### src/rtl/riscv_pkg.sv
// riscv_pkg: shared encodings for the multicycle RV32I control unit
package riscv_pkg;

    typedef enum logic [3:0] {
        S_FETCH    = 4'd0,
        S_DECODE   = 4'd1,
        S_MEMADR   = 4'd2,
        S_MEMREAD  = 4'd3,
        S_MEMWB    = 4'd4,
        S_MEMWRITE = 4'd5,
        S_EXECUTER = 4'd6,
        S_EXECUTEI = 4'd7,
        S_ALUWB    = 4'd8,
        S_JAL      = 4'd9,
        S_BEQ      = 4'd10
    } statetype;

    localparam logic [6:0] OP_LW  = 7'b0000011;
    localparam logic [6:0] OP_SW  = 7'b0100011;
    localparam logic [6:0] OP_R   = 7'b0110011;
    localparam logic [6:0] OP_I   = 7'b0010011;
    localparam logic [6:0] OP_BEQ = 7'b1100011;
    localparam logic [6:0] OP_JAL = 7'b1101111;

    localparam logic [2:0] ALU_ADD = 3'b000;
    localparam logic [2:0] ALU_SUB = 3'b001;
    localparam logic [2:0] ALU_AND = 3'b010;
    localparam logic [2:0] ALU_OR  = 3'b011;
    localparam logic [2:0] ALU_SLT = 3'b101;

    localparam logic [1:0] ALUOP_ADD   = 2'b00;
    localparam logic [1:0] ALUOP_SUB   = 2'b01;
    localparam logic [1:0] ALUOP_FUNCT = 2'b10;

    localparam logic [1:0] RS_ALUOUT    = 2'b00;
    localparam logic [1:0] RS_DATA      = 2'b01;
    localparam logic [1:0] RS_ALURESULT = 2'b10;

    localparam logic [1:0] SA_PC    = 2'b00;
    localparam logic [1:0] SA_OLDPC = 2'b01;
    localparam logic [1:0] SA_RS1   = 2'b10;

    localparam logic [1:0] SB_RS2  = 2'b00;
    localparam logic [1:0] SB_IMM  = 2'b01;
    localparam logic [1:0] SB_FOUR = 2'b10;

    localparam logic [1:0] IMM_I = 2'b00;
    localparam logic [1:0] IMM_S = 2'b01;
    localparam logic [1:0] IMM_B = 2'b10;
    localparam logic [1:0] IMM_J = 2'b11;

endpackage

### src/rtl/multicycle_controller_aludec.sv
// aludec: maps the FSM's alu_op and instruction function bits to an ALU operation
module aludec
    import riscv_pkg::*;
(
    input  logic [1:0] alu_op,
    input  logic [2:0] funct3,
    input  logic       op5,
    input  logic       funct7b5,
    output logic [2:0] alu_control
);

    logic r_sub;

    assign r_sub = op5 & funct7b5;

    // Fixed add/sub for address and compare steps, funct3 decode for arithmetic
    always_comb begin
        alu_control = (alu_op == ALUOP_SUB)   ? ALU_SUB :
                      (alu_op != ALUOP_FUNCT) ? ALU_ADD :
                      (funct3 == 3'b000)      ? (r_sub ? ALU_SUB : ALU_ADD) :
                      (funct3 == 3'b010)      ? ALU_SLT :
                      (funct3 == 3'b110)      ? ALU_OR  :
                      (funct3 == 3'b111)      ? ALU_AND : ALU_ADD;
    end

endmodule

### src/rtl/multicycle_controller.sv
// multicycle_controller: Moore main FSM plus ALU/immediate decode for the multicycle RV32I core
module multicycle_controller
    import riscv_pkg::*;
(
    input  logic       clk,
    input  logic       reset_n,
    input  logic [6:0] op,
    input  logic [2:0] funct3,
    input  logic       funct7b5,
    input  logic       zero,
    output logic       pc_write,
    output logic       adr_src,
    output logic       mem_write,
    output logic       ir_write,
    output logic [1:0] result_src,
    output logic [1:0] alu_src_a,
    output logic [1:0] alu_src_b,
    output logic       reg_write,
    output logic [1:0] imm_src,
    output logic [2:0] alu_control,
    output logic       illegal_op
);

    statetype   state_q, state_d;
    logic [1:0] alu_op;
    logic       pc_update, branch, mem_write_s, ir_write_s, reg_write_s;

    // State register; reset returns to Fetch immediately so no partial write survives
    always_ff @(posedge clk or negedge reset_n) begin
        if (!reset_n) state_q <= S_FETCH;
        else          state_q <= state_d;
    end

    // Next-state sequencing through fetch, decode and the per-class execute steps
    always_comb begin
        state_d = S_FETCH;
        case (state_q)
            S_FETCH:    state_d = S_DECODE;
            S_DECODE:   state_d = (op == OP_LW || op == OP_SW) ? S_MEMADR   :
                                  (op == OP_R)                 ? S_EXECUTER :
                                  (op == OP_I)                 ? S_EXECUTEI :
                                  (op == OP_JAL)               ? S_JAL      :
                                  (op == OP_BEQ)               ? S_BEQ      : S_FETCH;
            S_MEMADR:   state_d = (op == OP_LW) ? S_MEMREAD : S_MEMWRITE;
            S_MEMREAD:  state_d = S_MEMWB;
            S_EXECUTER: state_d = S_ALUWB;
            S_EXECUTEI: state_d = S_ALUWB;
            S_JAL:      state_d = S_ALUWB;
            default:    state_d = S_FETCH;
        endcase
    end

    // Moore output decode; unlisted controls stay 0 and selects stay 00
    always_comb begin
        adr_src     = 1'b0;
        mem_write_s = 1'b0;
        ir_write_s  = 1'b0;
        result_src  = RS_ALUOUT;
        alu_src_a   = SA_PC;
        alu_src_b   = SB_RS2;
        reg_write_s = 1'b0;
        alu_op      = ALUOP_ADD;
        pc_update   = 1'b0;
        branch      = 1'b0;
        illegal_op  = 1'b0;
        case (state_q)
            S_FETCH: begin
                ir_write_s = 1'b1;
                pc_update  = 1'b1;
                alu_src_b  = SB_FOUR;
                result_src = RS_ALURESULT;
            end
            S_DECODE: begin
                alu_src_a  = SA_OLDPC;
                alu_src_b  = SB_IMM;
                illegal_op = !(op == OP_LW || op == OP_SW || op == OP_R ||
                               op == OP_I || op == OP_JAL || op == OP_BEQ);
            end
            S_MEMADR: begin
                alu_src_a = SA_RS1;
                alu_src_b = SB_IMM;
            end
            S_MEMREAD: adr_src = 1'b1;
            S_MEMWB: begin
                result_src  = RS_DATA;
                reg_write_s = 1'b1;
            end
            S_MEMWRITE: begin
                adr_src     = 1'b1;
                mem_write_s = 1'b1;
            end
            S_EXECUTER: begin
                alu_src_a = SA_RS1;
                alu_op    = ALUOP_FUNCT;
            end
            S_EXECUTEI: begin
                alu_src_a = SA_RS1;
                alu_src_b = SB_IMM;
                alu_op    = ALUOP_FUNCT;
            end
            S_ALUWB: reg_write_s = 1'b1;
            S_JAL: begin
                alu_src_a = SA_OLDPC;
                alu_src_b = SB_FOUR;
                pc_update = 1'b1;
            end
            S_BEQ: begin
                alu_src_a = SA_RS1;
                alu_op    = ALUOP_SUB;
                branch    = 1'b1;
            end
            default: ;
        endcase
    end

    // Immediate format follows the opcode alone
    always_comb begin
        imm_src = (op == OP_SW)  ? IMM_S :
                  (op == OP_BEQ) ? IMM_B :
                  (op == OP_JAL) ? IMM_J : IMM_I;
    end

    // Write enables are held off for the whole reset, even though state shows Fetch
    assign pc_write  = reset_n & ((zero & branch) | pc_update);
    assign ir_write  = reset_n & ir_write_s;
    assign mem_write = reset_n & mem_write_s;
    assign reg_write = reset_n & reg_write_s;

    aludec u_aludec (
        .alu_op      (alu_op),
        .funct3      (funct3),
        .op5         (op[5]),
        .funct7b5    (funct7b5),
        .alu_control (alu_control)
    );

endmodule
### config.mk
export PLATFORM = sky130hd
export DESIGN_NAME = multicycle_controller
export DESIGN_NICKNAME = d
export VERILOG_FILES = /design/src/rtl/riscv_pkg.sv /design/src/rtl/multicycle_controller_aludec.sv /design/src/rtl/multicycle_controller.sv
export SDC_FILE = /design/constraint.sdc
export NUM_CORES = 1
export LEC_CHECK = 0
export BUFFER_PORTS_ARGS = -buffer_cell sky130_fd_sc_hd__buf_2
export CORE_AREA = 4 4 41 43
export DETAILED_ROUTE_END_ITERATION = 7
export DIE_AREA = 0 0 45 47
export GPL_TIMING_DRIVEN = 0
export PLACE_DENSITY = 0.87
export SYNTH_ARGS = -nofsm -noshare
export SYNTH_HDL_FRONTEND = slang
export SYNTH_SLANG_ARGS = --single-unit
### constraint.sdc
create_clock -name clk -period 3.15 [get_ports clk]
set_input_delay 0.63 -clock clk [delete_from_list [all_inputs] [get_ports clk]]
set_output_delay 0.63 -clock clk [all_outputs]
set_load 0.01 [all_outputs]
==> impl_summary.txt <==
----------------------------------------------------
[Die]
  Die Ht ... 47 um
  Placeable Area ... 0.001301 mm^2
  Rows ... 13
  Initial core utilization ... 0.4231
  Horizontal die dimension ... 45 um
  Floorplan die area ... 0.002115 mm^2
  I/O pin total ... 31

[Timing]
  Pin slew with the least headroom to its limit ... 431.6 ps
  Max-slew headroom ... 0.7122
  Setup TNS ... 0 ps
  Post-route clock period utilization ... 0.6829
  RSZ-0062 raised after global routing ... false
  Max-slew violation count ... 0
  F_max ... 0.4649 GHz
  Clock skew after layout ... 6.732 ps
  Number of hold-slack violations in the final timing report ... 0
  Count of endpoints failing setup in the final report ... 0
  Final min period ... 2151 ps

[Logic synthesis]
  Dominant cell by count in the synthesized netlist ... sky130_fd_sc_hd__nor2_1
  Summed instance area of the synthesized netlist ... 550.5 um^2
  Post-synth top area cell ... sky130_fd_sc_hd__dfrtp_1
  Mapped Cells ... 73
  Area share of the leading cell type in the synthesized netlist ... 0.1818
  Proportion of register bits with asynchronous set or reset after synthesis ... 1.000
  Share of the yosys chip area belonging to registers ... 0.1818
  Flip-flop and latch count after synthesis ... 4
  Largest cells by area after synthesis ... sky130_fd_sc_hd__dfrtp_1, sky130_fd_sc_hd__nor2_1, sky130_fd_sc_hd__nand4bb_4
  Most numerous cell types in the synthesized netlist ... sky130_fd_sc_hd__nor2_1, sky130_fd_sc_hd__nand2_1
  Mean instance size in the synthesized netlist ... 7.541 um^2
  Most used DFF post-synth ... sky130_fd_sc_hd__dfrtp_1
  Post-synth EDFFs ... 0
  Net count after synthesis ... 87
  Unique cell type count in the Yosys netlist ... 34
  Synth warn ... 0

[Global routing]
  Overflow left after global routing ... 0
  Wire length of the first global-routing pass ... 2518 um
  Initial antenna violation count ... 0
  Total GRT Usage ... 0.1606
  Maximum number of pins on one net before global-route repair ... 11
  Vias in the first global route ... 631

[Drt]
  Iteration-0 DRC count of the detailed router ... 8
  Routed wire length per instance ... 12.68 um
  WL final ... 1521 um
  Drt via density ... 5.492
  Number of detailed-routing iterations run before antenna repair ... 4
  Post-route antenna net violation count ... 0
  DRC ... 0
  Detailed-route via count ... 659

[Setup path]
  Required time worst endpoint ... 2520 ps
  Startpoint-to-endpoint class of the critical path ... flop to primary output
  Number of cells on the worst reg-to-reg path ... 3
  Critical-path maximum fanout ... 8
  Critical R2R Launch ... state_q[0]$_DFF_PN0_
  Register-to-Register Setup Slack ... 1910 ps
  Capturing element type of the critical path ... primary output
  Arrival time at the worst endpoint ... 1520 ps
  Sort of element at the start of the critical path ... flop
  Reg2reg end ... state_q[1]$_DFF_PN0_

[Clocking]
  Worst skew pair latency ... 240 ps
  Cts repair resizes ... 0
  CTS Buffer Depth ... 2
  Clock Pin Slew Worst Setup and Hold Paths ... 40 ps
  Cell at the root of the clock tree ... sky130_fd_sc_hd__clkbuf_4
  Count of buffers added by post-CTS timing repair for setup ... 0
  CTS Hold Bufs ... 0
  CTS H-tree depth ... 1
  Number of sinks driven by the clock tree ... 4
  Total CTS buffers ... 3
  TritonCTS clock tree ... built

[Place]
  Number of input and output port buffers inserted ... 29
  Number of placed cells counting well taps ... 117
  Placed inst area ... 714.4 um^2
  Half-perimeter wire length after detailed placement ... 1222 um
  Weighted congestion reported at the end of routability-driven placement ... 0.8640

[Cells and area]
  Proportion of layout cells with a drive suffix above 1 ... 0.3810
  Number of flip-flops in the largest register ... 4
  Number of fill cells ... 141
  Most flop-heavy register ... state_q
  Synthesis-to-layout area growth ... 33.86%
  Number of nets in the layout ... 121
  Final non-filler cell area ... 737.0 um^2
  Non-filler cells, final ... 120
  Registers with the most flip-flops ... state_q: 4 flops
  N_diodes ... 0

[Power and ir drop]
  Static leakage power ... 0.4017 nW
  Total design power ... 0.3502 mW
  Worst vdd rail ir drop ... 0.2300 mV
  Power per cell area ... 475.2 mW/mm^2

[Flow run]
  Number of max-cap violations ... 0

[Run status]
  Run status ... finished clean

[Min path]
  Type of the worst min-delay path ... input port to asynchronous set/reset pin

----------------------------------------------------
[critical path, stage by stage, from the launching register on]
cell,delay [ps]
sky130_fd_sc_hd__dfrtp_1,340
sky130_fd_sc_hd__buf_2,160
sky130_fd_sc_hd__nor4b_2,400
sky130_fd_sc_hd__o21ai_0,150
sky130_fd_sc_hd__nor2_1,100
sky130_fd_sc_hd__buf_2,130
[power breakdown]
group / switching (mW) / internal (mW)
registers: 0.00909 / 0.0597
logic: 0.122 / 0.0929
clock network: 0.0240 / 0.0428
total: 0.155 / 0.195
[through the flow]
stage | hold WS, ps | setup slack (ps) | utilization
after detailed placement | 462.2 | 1089 | 0.5490
final | 206.3 | 999.0 | 0.5663
after global routing | 216.2 | 896.8 | 0.5663
after global placement | 454.0 | 1097 | 0.5490
after floorplan | 334.4 | 1276 | -
after CTS | 204.8 | 1007 | 0.5663
[cells by family (layout without fill, tap and decap cells)]
logic type,after synthesis,count (layout),synth area share
AOI/OAI and AO/OA,15,15,0.2000
DFF,4,4,0.1818
and+or+nand+nor,42,42,0.4909
xor gates and xnor gates,4,4,0.06365
buffers and inverters,8,40,0.06365
[layout by cell type, fill, tap and decap left out, types with 2 or more instances in the layout]
cell,Yosys,final
sky130_fd_sc_hd__buf_2,4,33
sky130_fd_sc_hd__nand2_1,5,5
sky130_fd_sc_hd__a21oi_1,3,3
sky130_fd_sc_hd__nor2b_1,2,2
sky130_fd_sc_hd__nor4_1,2,2
sky130_fd_sc_hd__o31ai_1,2,2
sky130_fd_sc_hd__xor2_1,2,2
sky130_fd_sc_hd__inv_1,2,2
sky130_fd_sc_hd__nand2b_1,4,4
sky130_fd_sc_hd__nor3_1,3,3
sky130_fd_sc_hd__and3_1,4,4
sky130_fd_sc_hd__clkbuf_1,2,2
sky130_fd_sc_hd__xnor2_1,2,2
sky130_fd_sc_hd__dfrtp_1,4,4
sky130_fd_sc_hd__a31oi_1,2,2
sky130_fd_sc_hd__nor2_1,9,9
sky130_fd_sc_hd__clkbuf_4,0,3
sky130_fd_sc_hd__and2_1,2,2
sky130_fd_sc_hd__nor3b_1,3,3
[worst max path at each step]
stage | start | endpoint | slack [ps] | depth (start not counted)
2_1_floorplan | op[1] | illegal_op | 1280 | 3
3_3_place_gp | op[4] | illegal_op | 1100 | 5
3_5_place_dp | op[4] | illegal_op | 1090 | 5
4_1_cts | state_q[1]$_DFF_PN0_ | illegal_op | 1010 | 5
5_1_grt | state_q[1]$_DFF_PN0_ | illegal_op | 900 | 5
6_report | state_q[1]$_DFF_PN0_ | illegal_op | 1000 | 5
[layer usage]
metal,vias up,track usage,share of wire
met5,-,0,0
met4,0,0.08772,0.012
met3,4,0.01916,0.074
met2,29,0.2881,0.52
met1,294,0.1849,0.39
li1,332,-,-
[layout make-up]
class / instances / area [um^2] / area share
Multi-Input combinational cell: 61 / 415.4 / 0.5637
Timing Repair Buffer: 29 / 145.1 / 0.1969
Sequential cell: 4 / 100.1 / 0.1358
Buffer: 6 / 27.53 / 0.03735
Clock buffer: 3 / 22.52 / 0.03056
Tap cell: 15 / 18.77 / 0.02547
Inverter: 2 / 7.507 / 0.01019
(Power assumes the default switching activity.)
